`src/rtl/stack_pointer_ctrl.sv`:
```
// stack_pointer_ctrl: push/pop/set front end for a cascaded 74x169 stack-pointer counter chain
//   clk_i          system clock, rising edge
//   rst_ni         asynchronous reset, active low
//   push_i         request decrement (stack grows down), sampled in IDLE only
//   pop_i          request increment, sampled in IDLE only
//   set_i          request load of set_value_i, sampled in IDLE only
//   set_value_i    value captured when a set is accepted
//   clear_flags_i  clears overflow_o/underflow_o
//   cnt_q_i        counter chain outputs
//   cnt_load_o     chain load strobe, active low
//   cnt_ud_o       chain direction, 1 = up
//   cnt_en_o       chain enp / first-stage ent, active low
//   cnt_d_o        chain parallel data
//   busy_o         request in flight or initialising
//   ack_o          one-cycle completion pulse
//   err_o          qualifies ack_o: request refused at a limit
//   overflow_o     sticky: push refused at zero
//   underflow_o    sticky: pop refused at all ones
module stack_pointer_ctrl #(
    parameter int WIDTH = 8,
    parameter logic [WIDTH-1:0] BASE = {WIDTH{1'b1}}
) (
    input  logic             clk_i,
    input  logic             rst_ni,
    input  logic             push_i,
    input  logic             pop_i,
    input  logic             set_i,
    input  logic [WIDTH-1:0] set_value_i,
    input  logic             clear_flags_i,
    input  logic [WIDTH-1:0] cnt_q_i,
    output logic             cnt_load_o,
    output logic             cnt_ud_o,
    output logic             cnt_en_o,
    output logic [WIDTH-1:0] cnt_d_o,
    output logic             busy_o,
    output logic             ack_o,
    output logic             err_o,
    output logic             overflow_o,
    output logic             underflow_o
);
    typedef enum logic [2:0] {INIT, IDLE, STEP, LOAD, DONE} state_t;
    state_t           state_q;
    logic             cnt_load_q, cnt_ud_q, cnt_en_q, busy_q, ack_q, err_q, ovf_q, unf_q;
    logic             fail_q;
    logic [WIDTH-1:0] cnt_d_q;
    always_ff @(posedge clk_i or negedge rst_ni) begin
        if (!rst_ni) begin
            state_q    <= INIT;
            cnt_load_q <= 1'b0;
            cnt_d_q    <= BASE;
            cnt_en_q   <= 1'b1;
            cnt_ud_q   <= 1'b0;
            busy_q     <= 1'b1;
            ack_q      <= 1'b0;
            err_q      <= 1'b0;
            ovf_q      <= 1'b0;
            unf_q      <= 1'b0;
            fail_q     <= 1'b0;
        end else begin
            // A refusal later in this block overrides the clear (set wins)
            ovf_q <= ovf_q & ~clear_flags_i;
            unf_q <= unf_q & ~clear_flags_i;
            ack_q <= 1'b0;
            err_q <= 1'b0;
            case (state_q)
                INIT: begin
                    cnt_load_q <= 1'b1;
                    busy_q     <= 1'b0;
                    state_q    <= IDLE;
                end
                IDLE: begin
                    if (set_i) begin
                        cnt_d_q    <= set_value_i;
                        cnt_load_q <= 1'b0;
                        busy_q     <= 1'b1;
                        fail_q     <= 1'b0;
                        state_q    <= LOAD;
                    end else if (pop_i) begin
                        busy_q <= 1'b1;
                        if (&cnt_q_i) begin
                            fail_q  <= 1'b1;
                            unf_q   <= 1'b1;
                            state_q <= DONE;
                        end else begin
                            fail_q   <= 1'b0;
                            cnt_ud_q <= 1'b1;
                            cnt_en_q <= 1'b0;
                            state_q  <= STEP;
                        end
                    end else if (push_i) begin
                        busy_q <= 1'b1;
                        if (cnt_q_i == '0) begin
                            fail_q  <= 1'b1;
                            ovf_q   <= 1'b1;
                            state_q <= DONE;
                        end else begin
                            fail_q   <= 1'b0;
                            cnt_ud_q <= 1'b0;
                            cnt_en_q <= 1'b0;
                            state_q  <= STEP;
                        end
                    end
                end
                STEP, LOAD: begin
                    cnt_en_q   <= 1'b1;
                    cnt_load_q <= 1'b1;
                    state_q    <= DONE;
                end
                DONE: begin
                    ack_q   <= 1'b1;
                    err_q   <= fail_q;
                    busy_q  <= 1'b0;
                    state_q <= IDLE;
                end
                default: state_q <= INIT;
            endcase
        end
    end
    assign cnt_load_o  = cnt_load_q;
    assign cnt_ud_o    = cnt_ud_q;
    assign cnt_en_o    = cnt_en_q;
    assign cnt_d_o     = cnt_d_q;
    assign busy_o      = busy_q;
    assign ack_o       = ack_q;
    assign err_o       = err_q;
    assign overflow_o  = ovf_q;
    assign underflow_o = unf_q;
endmodule

```
`config.mk`:
```
export PLATFORM = sky130hd
export DESIGN_NAME = stack_pointer_ctrl
export DESIGN_NICKNAME = d
export VERILOG_FILES = /design/src/rtl/stack_pointer_ctrl.sv
export SDC_FILE = /design/constraint.sdc
export NUM_CORES = 1
export LEC_CHECK = 0
export ABC_AREA = 1
export ABC_CLOCK_PERIOD_IN_PS = 1250
export CORE_MARGIN = 2
export CORE_UTILIZATION = 53
export DETAILED_ROUTE_END_ITERATION = 10
export DONT_BUFFER_PORTS = 1
export HOLD_SLACK_MARGIN = 0.05
export PLACE_DENSITY = 0.72
export SLEW_MARGIN = 20
export SYNTH_ARGS = -nofsm -noshare
export SYNTH_HDL_FRONTEND = slang
export SYNTH_SLANG_ARGS = --single-unit
export TNS_END_PERCENT = 10
```
`constraint.sdc`:
```
create_clock -name clk_i -period 1.25 [get_ports clk_i]
set_input_delay 0.125 -clock clk_i [delete_from_list [all_inputs] [get_ports clk_i]]
set_output_delay 0.125 -clock clk_i [all_outputs]
set_load 0.01 [all_outputs]
```
==> flow_metrics.env, run 1 <==
export IMPL_vias_per_cell=5.06
export IMPL_track_usage=0.189
export IMPL_fin_crit_sh=0.924
export IMPL_fp_row_count=14
export IMPL_finalWorstSetupSlack_ns=0.0954
export IMPL_p_leak_nw=0.529
export IMPL_totalWireLength_um=1700
export IMPL_synth_area_um2=892
export IMPL_place_inst=119
export IMPL_vias=688
export IMPL_drt_iter0_markers=7
export IMPL_cts_setup_buffers=0
export IMPL_pwr_share_seq=0.557
export IMPL_max_slew_margin_rel=0.443
export IMPL_dr_pass1_iters=4
export IMPL_ys_ff_latch=20
export IMPL_rsz0062_at_grt="yes"
export IMPL_synth_area_leaders="dfstp_2, dfrtp_1, nand2_1"
export IMPL_insertion_delay_ns=0.29
export IMPL_hold_start="cnt_q_i[6]"
export IMPL_r2r_end="cnt_ud_o"
export IMPL_yosysTopAreaCell="dfstp_2"
export IMPL_p_switching_mw=0.856
export IMPL_p_per_area_nw_per_um2=2100
export IMPL_crit_end="cnt_ud_o"
export IMPL_p_int_mw=1.45
export IMPL_final_max_slew_viol_count=0
export IMPL_fin_hold_ws_ns=0.0576
export IMPL_io_pins=38
export IMPL_synth_cell_type_count=22
export IMPL_fmax_mhz=866
export IMPL_yosysTopAreaCellShare=0.295
export IMPL_ir_worst_vdd_v=0.00111
export IMPL_antenna_found_initial=0
export IMPL_grt_max_degree=21
export IMPL_hold_viol_final=0
export IMPL_clkTransAtPathRegs_ns=0.11
export IMPL_path_class="reg -> reg"
export IMPL_synth_edf_count=0
export IMPL_hpwlAfterDp_um=1160
export IMPL_total_power_mw=2.30
export IMPL_grt_ovfl_total=0
export IMPL_ys_seq_area_frac=0.575
export IMPL_arrival_ns=1.34
export IMPL_syn_nets=124
export IMPL_critPathMaxFanout=4
export IMPL_clockBufferDepth=2
export IMPL_core_um2=1540
export IMPL_gp_congestion=0.806
export IMPL_min_path_type="in -> reg"
export IMPL_dieArea_um2=2030
export IMPL_routed_wire_length_per_instance_um=12.5
export IMPL_nets=143
export IMPL_antenna_left=0
export IMPL_min_period_ns=1.15
export IMPL_portBuffers=0
export IMPL_clock_root_buffer="clkbuf_4"
export IMPL_reg2reg_from="state_q[1]"
export IMPL_power_frac_comb=0.286
export IMPL_drive_above_1_share=0.217
export IMPL_skew_ns=0.00537
export IMPL_cts_tree="built"
export IMPL_yosys_warnings=0
export IMPL_final_util=0.713
export IMPL_fp_dieW_um=45.0
export IMPL_syn_to_final_growth_pct=23.1
export IMPL_synth_area_per_cell_um2=8.75
export IMPL_tightest_slew_ns=0.833
export IMPL_r2r_slack_ns=0.1
export IMPL_n_antenna_cell=0
export IMPL_numCtsBuffers=3
export IMPL_r2r_cells=6
export IMPL_final_cell_count_no_fill=136
export IMPL_drc=0
export IMPL_ys_top_cells_by_count="nand2_1, dfrtp_1, dfstp_2, inv_1, nor2_1"
export IMPL_power_frac_clock=0.158
export IMPL_start_util=0.579
export IMPL_async_flop_share=1.00
export IMPL_swShare=0.371
export IMPL_htreeDepth=1
export IMPL_clock_sinks=20
export IMPL_grt_pass1_vias=701
export IMPL_syn_inst=102
export IMPL_cp_data_required_time_ns=1.44
export IMPL_grt_pass1_wl_um=2680
export IMPL_synth_flop_cell="dfstp_2"
export IMPL_setup_violations_final=0
export IMPL_status="completed"
export IMPL_die_h_um=45.0
export IMPL_maxCapViolations=0
export IMPL_place_ws_ns=0.0780
export IMPL_yosysMostFrequentCell="nand2_1"
export IMPL_crit_start="state_q[1]"
export IMPL_start_kind="flop"
export IMPL_end_kind="flop"
per-layer routing:
metal / GRT usage / vias to the layer above / part of all wire
met5: 0 / - / 0
met4: 0.124 / 0 / 0.011
met3: 0.0520 / 2 / 0.068
met2: 0.334 / 26 / 0.50
met1: 0.193 / 308 / 0.42
li1: - / 352 / -
registers in the layout, indices dropped and copies added (netlist names):
name         flops
ack_o            1
busy_o           1
cnt_d_o          8
cnt_en_o         1
cnt_load_o       1
cnt_ud_o         1
err_o            1
fail_q           1
overflow_o       1
state_q          3
underflow_o      1
power groups by stage:
stage / clock network (mW) / logic, mW / registers, mW
after global placement: 0 / 0.559 / 1.29
final: 0.363 / 0.659 / 1.28
after CTS: 0.377 / 0.622 / 1.28
after detailed placement: 0 / 0.575 / 1.29
after floorplan: 0 / 0.468 / 1.25
after global routing: 0.397 / 0.759 / 1.32
what timing repair did:
action	CTS	global route
hold buffers	13	0
hold endpoints to repair	33	0
setup endpoints to repair	0	3
gates resized for setup	0	2
logic make-up after synthesis:
family                 synth area share
and+or+nand+nor                   0.303
DFF                               0.575
buffers and inverters            0.0589
AOI/OAI and AO/OA                0.0631
cells in the final DEF (no fill, tap or decap):
cell | synthesis | routed
nand2_1 | 39 | 39
dlygate4sd3_1 | 0 | 13
inv_1 | 10 | 10
dfrtp_1 | 10 | 10
dfstp_2 | 10 | 10
nor2_1 | 9 | 9
o21ai_1 | 4 | 4
inv_2 | 3 | 3
clkbuf_4 | 0 | 3
nand3_4 | 1 | 2
nor2_4 | 1 | 2
a21oi_2 | 2 | 2
or2_1 | 1 | 1
nor3_1 | 1 | 1
and3_1 | 1 | 1
nand2_2 | 1 | 1
clkinv_1 | 1 | 1
nand3_2 | 2 | 1
nand4_1 | 1 | 1
a21oi_1 | 1 | 1
o211ai_1 | 1 | 1
a31oi_1 | 1 | 1
nand3_1 | 1 | 1
clkbuf_8 | 0 | 1
buf_4 | 0 | 1
area by class of cell:
class / count / area [um2]
flip-flops and latches: 20 / 513
fillers: 129 / 443
multi-input cells: 68 / 339
repair buffers: 14 / 138
inverters: 14 / 52.6
clock buffers: 4 / 36.3
well taps: 16 / 20.0
per-stage QoR:
step                      instance area [um2]  setup TNS [ns]
after floorplan                           892               0
after global placement                    920               0
after detailed placement                  920               0
after CTS                                1090               0
after global routing                     1100         -0.0423
final                                    1100               0
how the worst min path moves through the flow:
stage | to | cells after the start
after floorplan | ack_o | 0
after global placement | ack_o | 0
after detailed placement | underflow_o | 0
after CTS | overflow_o | 3
after global routing | overflow_o | 3
final | overflow_o | 3
worst max-delay path, stage by stage, from the launching register on:
cell,delay [ns]
dfrtp_1,0.41
inv_1,0.10
nand3_4,0.11
nor2_4,0.15
nand4_1,0.15
nand2_1,0.08
o21ai_1,0.06
Note: power is estimated with default switching activity, not from simulation.
==> run 2: changes to the inputs <==
Settings changed: CAP_MARGIN set to 25.
==> results of run 2 <==
Final layout, timing and power as in run 1 (identical DEF).
